### src/rtl/mst_str_fifo.sv
// Small receive FIFO for the stream checker. The read address is derived
// from the write pointer and fill length, so no read pointer is kept.
module mst_str_fifo #(
  parameter int ADDRBIT = 2,
  parameter int LENGTH  = 4,
  parameter int WIDTH   = 36
) (
  input  logic               clk,
  input  logic               rst_n,
  input  logic               wr,
  input  logic [WIDTH-1:0]   din,
  input  logic               rd,
  output logic [WIDTH-1:0]   dout,
  output logic               empty,
  output logic [ADDRBIT:0]   length
);

  logic [LENGTH-1:0][WIDTH-1:0] mem;
  logic [ADDRBIT-1:0]           wrptr;
  logic [ADDRBIT-1:0]           rdaddr;
  logic                         full;
  logic                         do_wr;
  logic                         do_rd;

  assign full   = length[ADDRBIT];
  assign empty  = (length == '0);
  assign do_wr  = wr && !full;
  assign do_rd  = rd && !empty;
  // Oldest entry sits 'length' slots behind the write pointer.
  assign rdaddr = wrptr - length[ADDRBIT-1:0];
  assign dout   = mem[rdaddr];

  always_ff @(posedge clk or negedge rst_n) begin
    if (!rst_n) begin
      mem    <= '0;
      wrptr  <= '0;
      length <= '0;
    end else begin
      if (do_wr) begin
        mem[wrptr] <= din;
        wrptr      <= wrptr + 1'b1;
      end
      case ({do_wr, do_rd})
        2'b10:   length <= length + 1'b1;
        2'b01:   length <= length - 1'b1;
        default: length <= length;
      endcase
    end
  end

endmodule

### config.mk
export PLATFORM = sky130hd
export DESIGN_NAME = mst_str_fifo
export DESIGN_NICKNAME = d
export VERILOG_FILES = /design/src/rtl/mst_str_fifo.sv
export SDC_FILE = /design/constraint.sdc
export NUM_CORES = 1
export LEC_CHECK = 0
export ABC_CLOCK_PERIOD_IN_PS = 1900
export CORE_MARGIN = 3
export CORE_UTILIZATION = 40
export CTS_CLUSTER_SIZE = 30
export DETAILED_ROUTE_END_ITERATION = 8
export DONT_BUFFER_PORTS = 1
export PLACE_DENSITY = 0.57
export REMOVE_ABC_BUFFERS = 1
export SLEW_MARGIN = 20
export SYNTH_ARGS = -nofsm -noshare
export SYNTH_HDL_FRONTEND = slang
export SYNTH_SLANG_ARGS = --single-unit
### constraint.sdc
create_clock -name clk -period 1.9 [get_ports clk]
set_input_delay 0.285 -clock clk [delete_from_list [all_inputs] [get_ports clk]]
set_output_delay 0.285 -clock clk [all_outputs]
set_load 0.005 [all_outputs]
* Word level (Yosys, flattened, before mapping)
Index checks and enable logic that the tools add are counted.
Widths: inputs -> output; s select.
** Storage, ports and cells
- Register bits after elaboration :: 149
- Bits in latches :: 0
- Memory bits (writable) :: 0
- ROM bits :: 0
- Word-level logic and storage cells :: 28
- Memories :: 0
** Cells by class
- $add $sub $neg :: 4
- Multiply operators :: 0
- Divide/modulo/power cells :: 0
- Magnitude comparators :: 3
- Equality and inequality tests :: 2
- Shift-type cells :: 0
- Mux-type cells :: 6
- Bitwise operators :: 0
- Reduce and logical (&&, ||, !) cells :: 7
** Operators with widths (number)
- $bwmux 144 :: 1
- $bmux 36 s2 :: 1
- $demux 36 s2 :: 1
- $mux 36 :: 2
- $lt 2x3->1 const B :: 2
- $pmux 3 s2 :: 1
- $add 3x1->3 const B :: 1
- $logic_and 1x1->1 :: 3
- $logic_not 3->1 :: 1
- $sub 3x1->3 const B :: 1
- $add 2x1->2 const B :: 1
- $eq 2x1->1 const B :: 1
- $eq 2x2->1 const B :: 1
- $ge 2x1->1 const B :: 1
- $logic_not 1->1 :: 2
- $reduce_bool 2->1 :: 1
- $sub 2x2->2 :: 1

* Longest topological paths before layout
Gate-level depths: netlist of the first run.
- Depth in word-level cells :: 5
- Mapped depth :: 9
- Depth with buffers taken out :: 8

* Worst setup path after synthesis of the first run
OpenSTA, ideal clock, no wires.
- Path type :: reg2out
- Start :: register wrptr[0]
- End :: output port dout[10]
- Arrival time :: 1.743 ns
- Slack :: -0.128 ns
- Cell stages (with the launch flop) :: 6
- Path buffers :: 2
- Path through :: dfrtp_1 -> inv_1 -> ha_1 -> clkbuf_2 -> buf_2 -> mux4_1
** On the way
- Cells in the longest elaborated chain, start to end :: 3
** Ends and longest elaborated chain
- from (decl) :: line 19 : logic [ADDRBIT-1:0] wrptr;
- from (signal assigned) :: line 41 : wrptr <= wrptr + 1'b1;
- $sub 2x2->2 :: line 30 : assign rdaddr = wrptr - length[ADDRBIT-1:0];
- $bmux 36 s2 :: line 31 : assign dout = mem[rdaddr];
- $mux 36 (implied by the code) :: line 31
- to (decl) :: line 13 : output logic [WIDTH-1:0] dout,
Every way passes these cells. The select of a mux whose other input is x is not followed.

* Final worst setup path of the first run
- Start :: register length[0]
- End :: output port dout[32]
** On the way
- Cells in the longest elaborated chain, start to end :: 3
** Ends and longest elaborated chain
- from (decl) :: line 15 : output logic [ADDRBIT:0] length
- from (signal assigned) :: line 44 : 2'b10: length <= length + 1'b1;
- from (signal assigned) :: line 45 : 2'b01: length <= length - 1'b1;
- from (signal assigned) :: line 46 : default: length <= length;
- $sub 2x2->2 :: line 30
- $bmux 36 s2 :: line 31
- $mux 36 (implied by the code) :: line 31
Every way passes these cells. The select of a mux whose other input is x is not followed.

==> results.ini, run 1 <==
[run_status]
status=finished with violations
violations=negative hold slack, negative setup slack

[floorplanning]
start_util=0.416
core_mm2=0.0161
dieArea_mm2=0.0183
die_w_um=135
die_h_um=135
fp-row-count=46
pin_count=80

[setup_path]
slowest_delay_ns=0.42
crit_buf_inv=2
crit_chain=ha_4 > xnor2_4 > xnor2_4 > buf_12 > buf_12 > mux4_2
start_kind=register
cp.arrival_ns=2.01
worstSetupEndpointType=output port
critical_path.slowest_cell=dfrtp_1
worstSetupPathType=reg2out
cp_max_fo=12
required_ns=1.62
crit_family=flip-flops

[power]
p_sw_uw=5290
finalPower_uw=17200
leakagePower_uw=0.00360
p_sw_frac=0.308
internal_power_uw=11900
powerDensity_mw_per_mm2=2070
peakVddDrop_mv=0.851
seqPwrFrac=0.328
clkPwrFrac=0.205
p_comb_frac=0.467

[yosys]
syn_avg_cell_area_um2=17.7
syn_inst=379
ys_warn_count=0
synth_cell_types=22
synth.top_cell.area_share=0.557
synthTopCellsByArea=dfrtp_1, mux2_2, mux4_1
synth_area_mm2=0.00670
synth_top_area_cell=dfrtp_1
synth.yosys.seq_area_share=0.557
ys_seq_elements=149

[sta]
period_needed_ns=2.30
final_hold_viol_count=149
hold_ws_ns=-0.433
setup_violations=37
layout_setup_ws_ns=-0.396
worst_pin_slew_ns=0.279
finalMaxSlewViolations=0
rsz0062_at_grt=yes
fmax_ghz=0.436
final_min_period_over_clock_period=1.21
tns_ns=-12.94
relSlewSlack=0.814
skew_ns=0.00413

[clock_network]
clock_latency_ns=0.41
clock_path_buffers=2
cts_made_buffers=17
clkSinkCount=149
cts_tree=yes
clkSlewWorstSetupHoldPaths_ns=0.06
cts-htree-levels=4
cts-root-buf=clkbuf_16

[placed_design]
dp_hpwl_mm=8.51
place_area_mm2=0.00719
io_buffers=0
placed_cells=597
place_ws_ns=-0.0294
gp_routability_congestion=0.659

[route]
wl_per_cell_um=21.1
drtIter0Drc=141
ant_nets=0
drtPass1Iterations=4
post-route-drc-count=0
via_count=3633
avgViaCountPerCell=5.34
routed_wl_mm=14.4

[finish]
diodes=0
area_growth_pct=23.5
drive_above_1_share=0.476
instances_no_fill=680
mostFrequentLayoutCells=dfrtp_1, mux2_2, dlygate4sd3_1, mux4_2, clkbuf_16
finalNetCount=498
final_area_mm2=0.00827
final_common_cell=dfrtp_1

[global_routing]
grt_pass1_vias=4018
grt_start_max_net_pins=150
overflow=0
grt_antenna_before_repair=0
grt_pass1_wl_mm=22.5
grt_use_total=0.162

[min_path]
hold_class=in2async

[job]
drv_cap=0

==> through the flow <==
stage	hold slack (ns)	utilization
after global placement	-0.00678	0.446
after CTS	-0.456	0.505
after detailed placement	-0.00646	0.446
after floorplan	-0.0106	-
after global routing	-0.462	0.513
final	-0.433	0.513
==> sequential cells by signal, indices dropped and copies added, names as in the netlist <==
| signal | count |
|---|---|
| wrptr | 2 |
| length | 3 |
| mem | 144 |
==> Yosys cell counts <==
library cell / number
xnor2_4: 1
buf_6: 3
mux2_1: 12
inv_1: 6
xor2_1: 2
buf_2: 15
dfrtp_1: 149
fa_1: 1
clkbuf_2: 1
nand2_1: 1
nor2_1: 1
mux2i_1: 1
nor3_1: 1
mux2_2: 132
nand2_4: 4
xnor2_1: 2
buf_4: 1
xnor2_2: 1
mux4_1: 36
o21ai_0: 1
ha_1: 6
nor2b_1: 2
==> what timing repair did <==
item / in CTS / in global routing
buffers inserted: 1 / 1
endpoints found under the hold margin: 205 / 164
pin swaps: 1 / 0
setup endpoints to repair: 36 / 38
gates resized for setup: 18 / 12
hold buffers: 34 / 15
==> cells by family (layout without fill, tap and decap cells) <==
| group | count (synthesis) | in the layout | share of synthesized area |
|---|---|---|---|
| AOI/OAI and AO/OA | 1 | 1 | 0.000746 |
| xor gates and xnor gates | 6 | 6 | 0.0118 |
| adders and majority gates | 7 | 7 | 0.0142 |
| buffers and inverters | 26 | 111 | 0.0215 |
| DFF | 149 | 149 | 0.557 |
| muxes | 181 | 181 | 0.385 |
| and+or+nand+nor | 9 | 9 | 0.0105 |
==> power groups by stage <==
stage	logic [uW]	registers [uW]	clock network, uW
floorplan	5090	5300	0
global placement	7380	5480	0
detailed placement	7580	5570	0
CTS	8050	5580	3610
global route	8580	5800	3770
finish	8010	5620	3520
==> per-layer routing <==
layer,track usage,vias up,share of wire
li1,-,1564,-
met3,0.0561,15,0.058
met5,0,-,0
met2,0.262,83,0.48
met4,0.0487,0,0.011
met1,0.209,1971,0.45
==> final timing paths <==
path	to	start	depth (start not counted)	slack (ns)
worst max register to register	length[2]	length[0]	10	-0.06
worst max-delay path	dout[32]	length[0]	6	-0.40
worst min-delay path	mem[12]	rst_n	0	-0.43
worst min register to register	mem[142]	mem[142]	1	0.49
min in group clk	mem[72]	din[0]	1	0.02
max in group asynchronous	mem[52]	rst_n	0	2.08
==> layout make-up <==
cell class                 instances  area, um^2
inverter                           6        22.5
clock inverter                     8         119
multi-input combinational        204        2760
fill                            1395        7840
sequential                       149        3730
tap                              216         270
timing repair buffer              73         862
clock buffer                      24         512
No activity file was read; power rests on OpenSTA's default activity.
==> run 2: changes to the inputs <==
HOLD_SLACK_MARGIN = 0.08   (was default)
==> results.ini, run 2 (synthesis gave the netlist of run 1 again) <==
[global_routing]
grt_antenna_before_repair=1
grt_pass1_wl_mm=21.8
grt_pass1_vias=3939
grt_use_total=0.157
overflow=0
grt_start_max_net_pins=150

[floorplanning]
die_h_um=135
fp-row-count=46
pin_count=80
core_mm2=0.0161
die_w_um=135
start_util=0.416
dieArea_mm2=0.0183

[clock_network]
cts_tree=yes
clock_path_buffers=2
cts-htree-levels=4
cts-root-buf=clkbuf_16
clkSlewWorstSetupHoldPaths_ns=0.06
hold_buffers=36
clock_latency_ns=0.41
cts_made_buffers=17
clkSinkCount=149

[finish]
largest_reg_flops=144
drive_above_1_share=0.494
final-seq-area_mm2=0.00373
mostFrequentLayoutCells=dfrtp_1, mux2_2, dlygate4sd3_1, mux4_2, clkbuf_16
final_area_mm2=0.00814
nFillCells=1401
final_common_cell=dfrtp_1
largest_register=mem
finalNetCount=485
multi_input_comb_area_mm2=0.00275
diodes=0
largestRegisters=mem (144), length (3), wrptr (2)
area_growth_pct=21.4

[route]
drtPass1Iterations=4
top_layer_used=met5
wl_per_cell_um=20.5
routed_wl_mm=13.7
wirelength_met1_mm=6.16
ant_nets=0
wl_met2_mm=6.69
avgViaCountPerCell=5.34
post-route-drc-count=0
via_count=3559
drtIter0Drc=142
wl_met3_um=673

[power]
finalPower_uw=17100
powerDensity_mw_per_mm2=2110
leakagePower_uw=0.00354
peakVddDrop_mv=0.849

[setup_path]
worstSetupPathType=reg2out
start_kind=register
critical_path.slowest_cell=dfrtp_1
required_ns=1.62
slowest_delay_ns=0.42
crit_chain=ha_4 > xnor2_4 > xnor2_4 > buf_12 > buf_12 > mux4_2
rrSetupSlack_ns=-0.06
cp.arrival_ns=2.00
crit_buf_inv=2
worstSetupEndpointType=output port
cp.depth=6
crit_family=flip-flops
worstRegToRegCells=10
cp_max_fo=12

[placed_design]
dp_hpwl_mm=8.51
place_ws_ns=-0.0294
io_buffers=0
place_area_mm2=0.00719
gp_routability_congestion=0.659

[sta]
layout_setup_ws_ns=-0.390
skew_ns=0.00441
setup_violations=37
final_min_period_over_clock_period=1.21
final_hold_viol_count=149
fmax_ghz=0.437
hold_ws_ns=-0.433
tns_ns=-12.93
worst_pin_slew_ns=0.285
rsz0062_at_grt=yes
relSlewSlack=0.810
finalMaxSlewViolations=0
period_needed_ns=2.29

[min_path]
hold_class=in2async

[run_status]
violations=negative hold slack, negative setup slack
status=finished with violations

[job]
drv_cap=0

[run 2: path summary, 6_finish.rpt]
check                           startpoint         to
max in group asynchronous            rst_n    mem[52]
worst min-delay path                 rst_n    mem[12]
worst max register to register   length[0]  length[2]
worst min register to register     mem[31]    mem[31]
worst max-delay path             length[0]   dout[32]
min in group clk                        rd  length[0]
[run 2: metrics by stage]
stage                     instances   util
after floorplan                 359      -
after global placement          597  0.446
after detailed placement        597  0.446
after CTS                       666  0.507
after global routing            667  0.505
final                           667  0.505
[run 2: where the power goes]
group	switching (uW)	internal, uW
combinational	3210	4790
clock	1250	2270
sequential	826	4800
[run 2: routing by layer]
layer  vias up  global-route usage
met2        67               0.252
met3        16              0.0527
met1      1932               0.203
met5         -                   0
met4         2              0.0487
li1       1542                   -
[run 2: cell type report]
cell class | count | share of cell area
sequential | 149 | 0.458
clock inverter | 8 | 0.0146
inverter | 6 | 0.00277
tap | 216 | 0.0332
timing repair buffer | 60 | 0.0900
multi-input combinational | 204 | 0.338
clock buffer | 24 | 0.0629
[run 2: what timing repair did]
item                       4_1_cts  5_1_grt
buffers inserted                 1        1
gates resized for setup         18       14
setup endpoints to repair       36       38
pin swaps                        1        0
hold endpoints to repair       293      149
==> run 3: changes to the inputs <==
ABC_CLOCK_PERIOD_IN_PS = 2050   (was 1900)
SLEW_MARGIN = 30   (was 20)
clock period = 2.05 ns   (was 1.9 ns; I/O delays follow)
==> results.ini, run 3 (synthesis gave the netlist of run 1 again) <==
[clock_network]
cts_made_buffers=17
cts-root-buf=clkbuf_16
clkSinkCount=149
clkSlewWorstSetupHoldPaths_ns=0.06
cts_tree=yes
cts-htree-levels=4
clock_path_buffers=2
clock_latency_ns=0.43
hold_buffers=36

[global_routing]
grt_antenna_before_repair=1
overflow=0
grt_start_max_net_pins=150
grt_pass1_wl_mm=22.0
grt_pass1_vias=3922
grt_use_total=0.160

[floorplanning]
pin_count=80
die_w_um=135
dieArea_mm2=0.0183
fp-row-count=46
core_mm2=0.0161
die_h_um=135
start_util=0.416

[placed_design]
placed_cells=595
place_ws_ns=-0.0405
io_buffers=0
place_area_mm2=0.00710
gp_routability_congestion=0.676
dp_hpwl_mm=8.46

[sta]
fmax_ghz=0.436
worst_pin_slew_ns=0.340
period_needed_ns=2.29
relSlewSlack=0.773
setup_violations=36
layout_setup_ws_ns=-0.242
rsz0062_at_grt=yes
tns_ns=-7.68
final_hold_viol_count=149
skew_ns=0.0127
hold_ws_ns=-0.424
finalMaxSlewViolations=0
final_min_period_over_clock_period=1.12

[job]
drv_cap=0

[route]
routed_wl_mm=13.8
via_count=3568
ant_nets=0
drtIter0Drc=156
wl_per_cell_um=20.6
post-route-drc-count=0
avgViaCountPerCell=5.32
drtPass1Iterations=4

[finish]
instances_no_fill=671
area_growth_pct=21.2
largestRegisters=mem (144), length (3), wrptr (2)
final_area_mm2=0.00812
largest_register=mem
finalNetCount=488
nFillCells=1354
largest_reg_flops=144
mostFrequentLayoutCells=dfrtp_1, mux2_2, dlygate4sd3_1, mux4_1, clkbuf_16
final_common_cell=dfrtp_1
drive_above_1_share=0.478

[power]
p_sw_frac=0.316
seqPwrFrac=0.334
clkPwrFrac=0.200
p_comb_frac=0.466
leakagePower_uw=0.00354
peakVddDrop_mv=0.946
p_sw_uw=4920
finalPower_uw=15500
powerDensity_mw_per_mm2=1910
internal_power_uw=10600

[run_status]
status=finished with violations
violations=negative hold slack, negative setup slack

[min_path]
hold_class=in2async

[setup_path]
worstSetupPathType=reg2out
cp.arrival_ns=1.98
rrSetupSlack_ns=0.12
start_kind=register
cp_max_fo=12
required_ns=1.74
worstSetupEndpointType=output port

## run 3: changes by cell type in the layout (fill, tap and decap cells not counted), sizes merged, moves of 2 or more
cell,previous run,this run
buf,24,27
clkinvlp,0,5
inv,6,9
clkinv,5,3
clkbuf,24,19
## run 3: per-stage QoR
step | hold slack (ns) | utilization
after global routing | -0.455 | 0.503
final | -0.424 | 0.504
after global placement | 0.0159 | 0.441
after detailed placement | 0.0160 | 0.441
after floorplan | 0.0119 | -
after CTS | -0.448 | 0.503
## run 3: final timing paths
path / from / end / cells past startpoint
worst min register to register: mem[33] / mem[33] / 1
worst min-delay path: rst_n / mem[48] / 0
max in group asynchronous: rst_n / mem[56] / 0
worst max register to register: length[0] / length[2] / 10
worst max-delay path: wrptr[0] / dout[29] / 4
min in group clk: rd / length[0] / 3
## run 3: power by group through the flow
stage                     Sequential, uW  Combinational (uW)  Clock [uW]
after floorplan                     4910                4720           0
after global placement              5130                6490           0
after detailed placement            5190                6710           0
after CTS                           5180                7390        3210
after global routing                5370                7770        3340
final                               5190                7240        3110
## run 3: layer usage
| metal | global-route usage | wire length (um) | up-vias |
|---|---|---|---|
| li1 | - | - | 1563 |
| met1 | 0.204 | 6130 | 1918 |
| met2 | 0.253 | 6720 | 72 |
| met3 | 0.0557 | 745 | 15 |
| met4 | 0.0605 | 212 | 0 |
| met5 | 0 | 0 | - |
## run 3: area by class of cell
| type | instances | area [um^2] | area share |
|---|---|---|---|
| multi-input combinational | 204 | 2800 | 0.345 |
| clock buffer | 19 | 453 | 0.0558 |
| clock inverter | 13 | 146 | 0.0180 |
| timing repair buffer | 63 | 691 | 0.0851 |
| sequential | 149 | 3730 | 0.460 |
| tap | 216 | 270 | 0.0333 |
| inverter | 6 | 22.5 | 0.00277 |
| antenna | 1 | 2.50 | 0.000308 |
## run 3: critical path: stages, from the launching register on
cell and delay, ns:
dfrtp_1 0.36, inv_2 0.06, ha_4 0.33, buf_12 0.18
mux4_1 0.62
## run 3: timing repair
item / 4_1_cts / 5_1_grt
setup endpoints to repair: 36 / 37
pin swaps: 3 / 1
gates cloned: 1 / 0
gates resized for setup: 18 / 6
buffers inserted: 5 / 1
endpoints found under the hold margin: 293 / 149
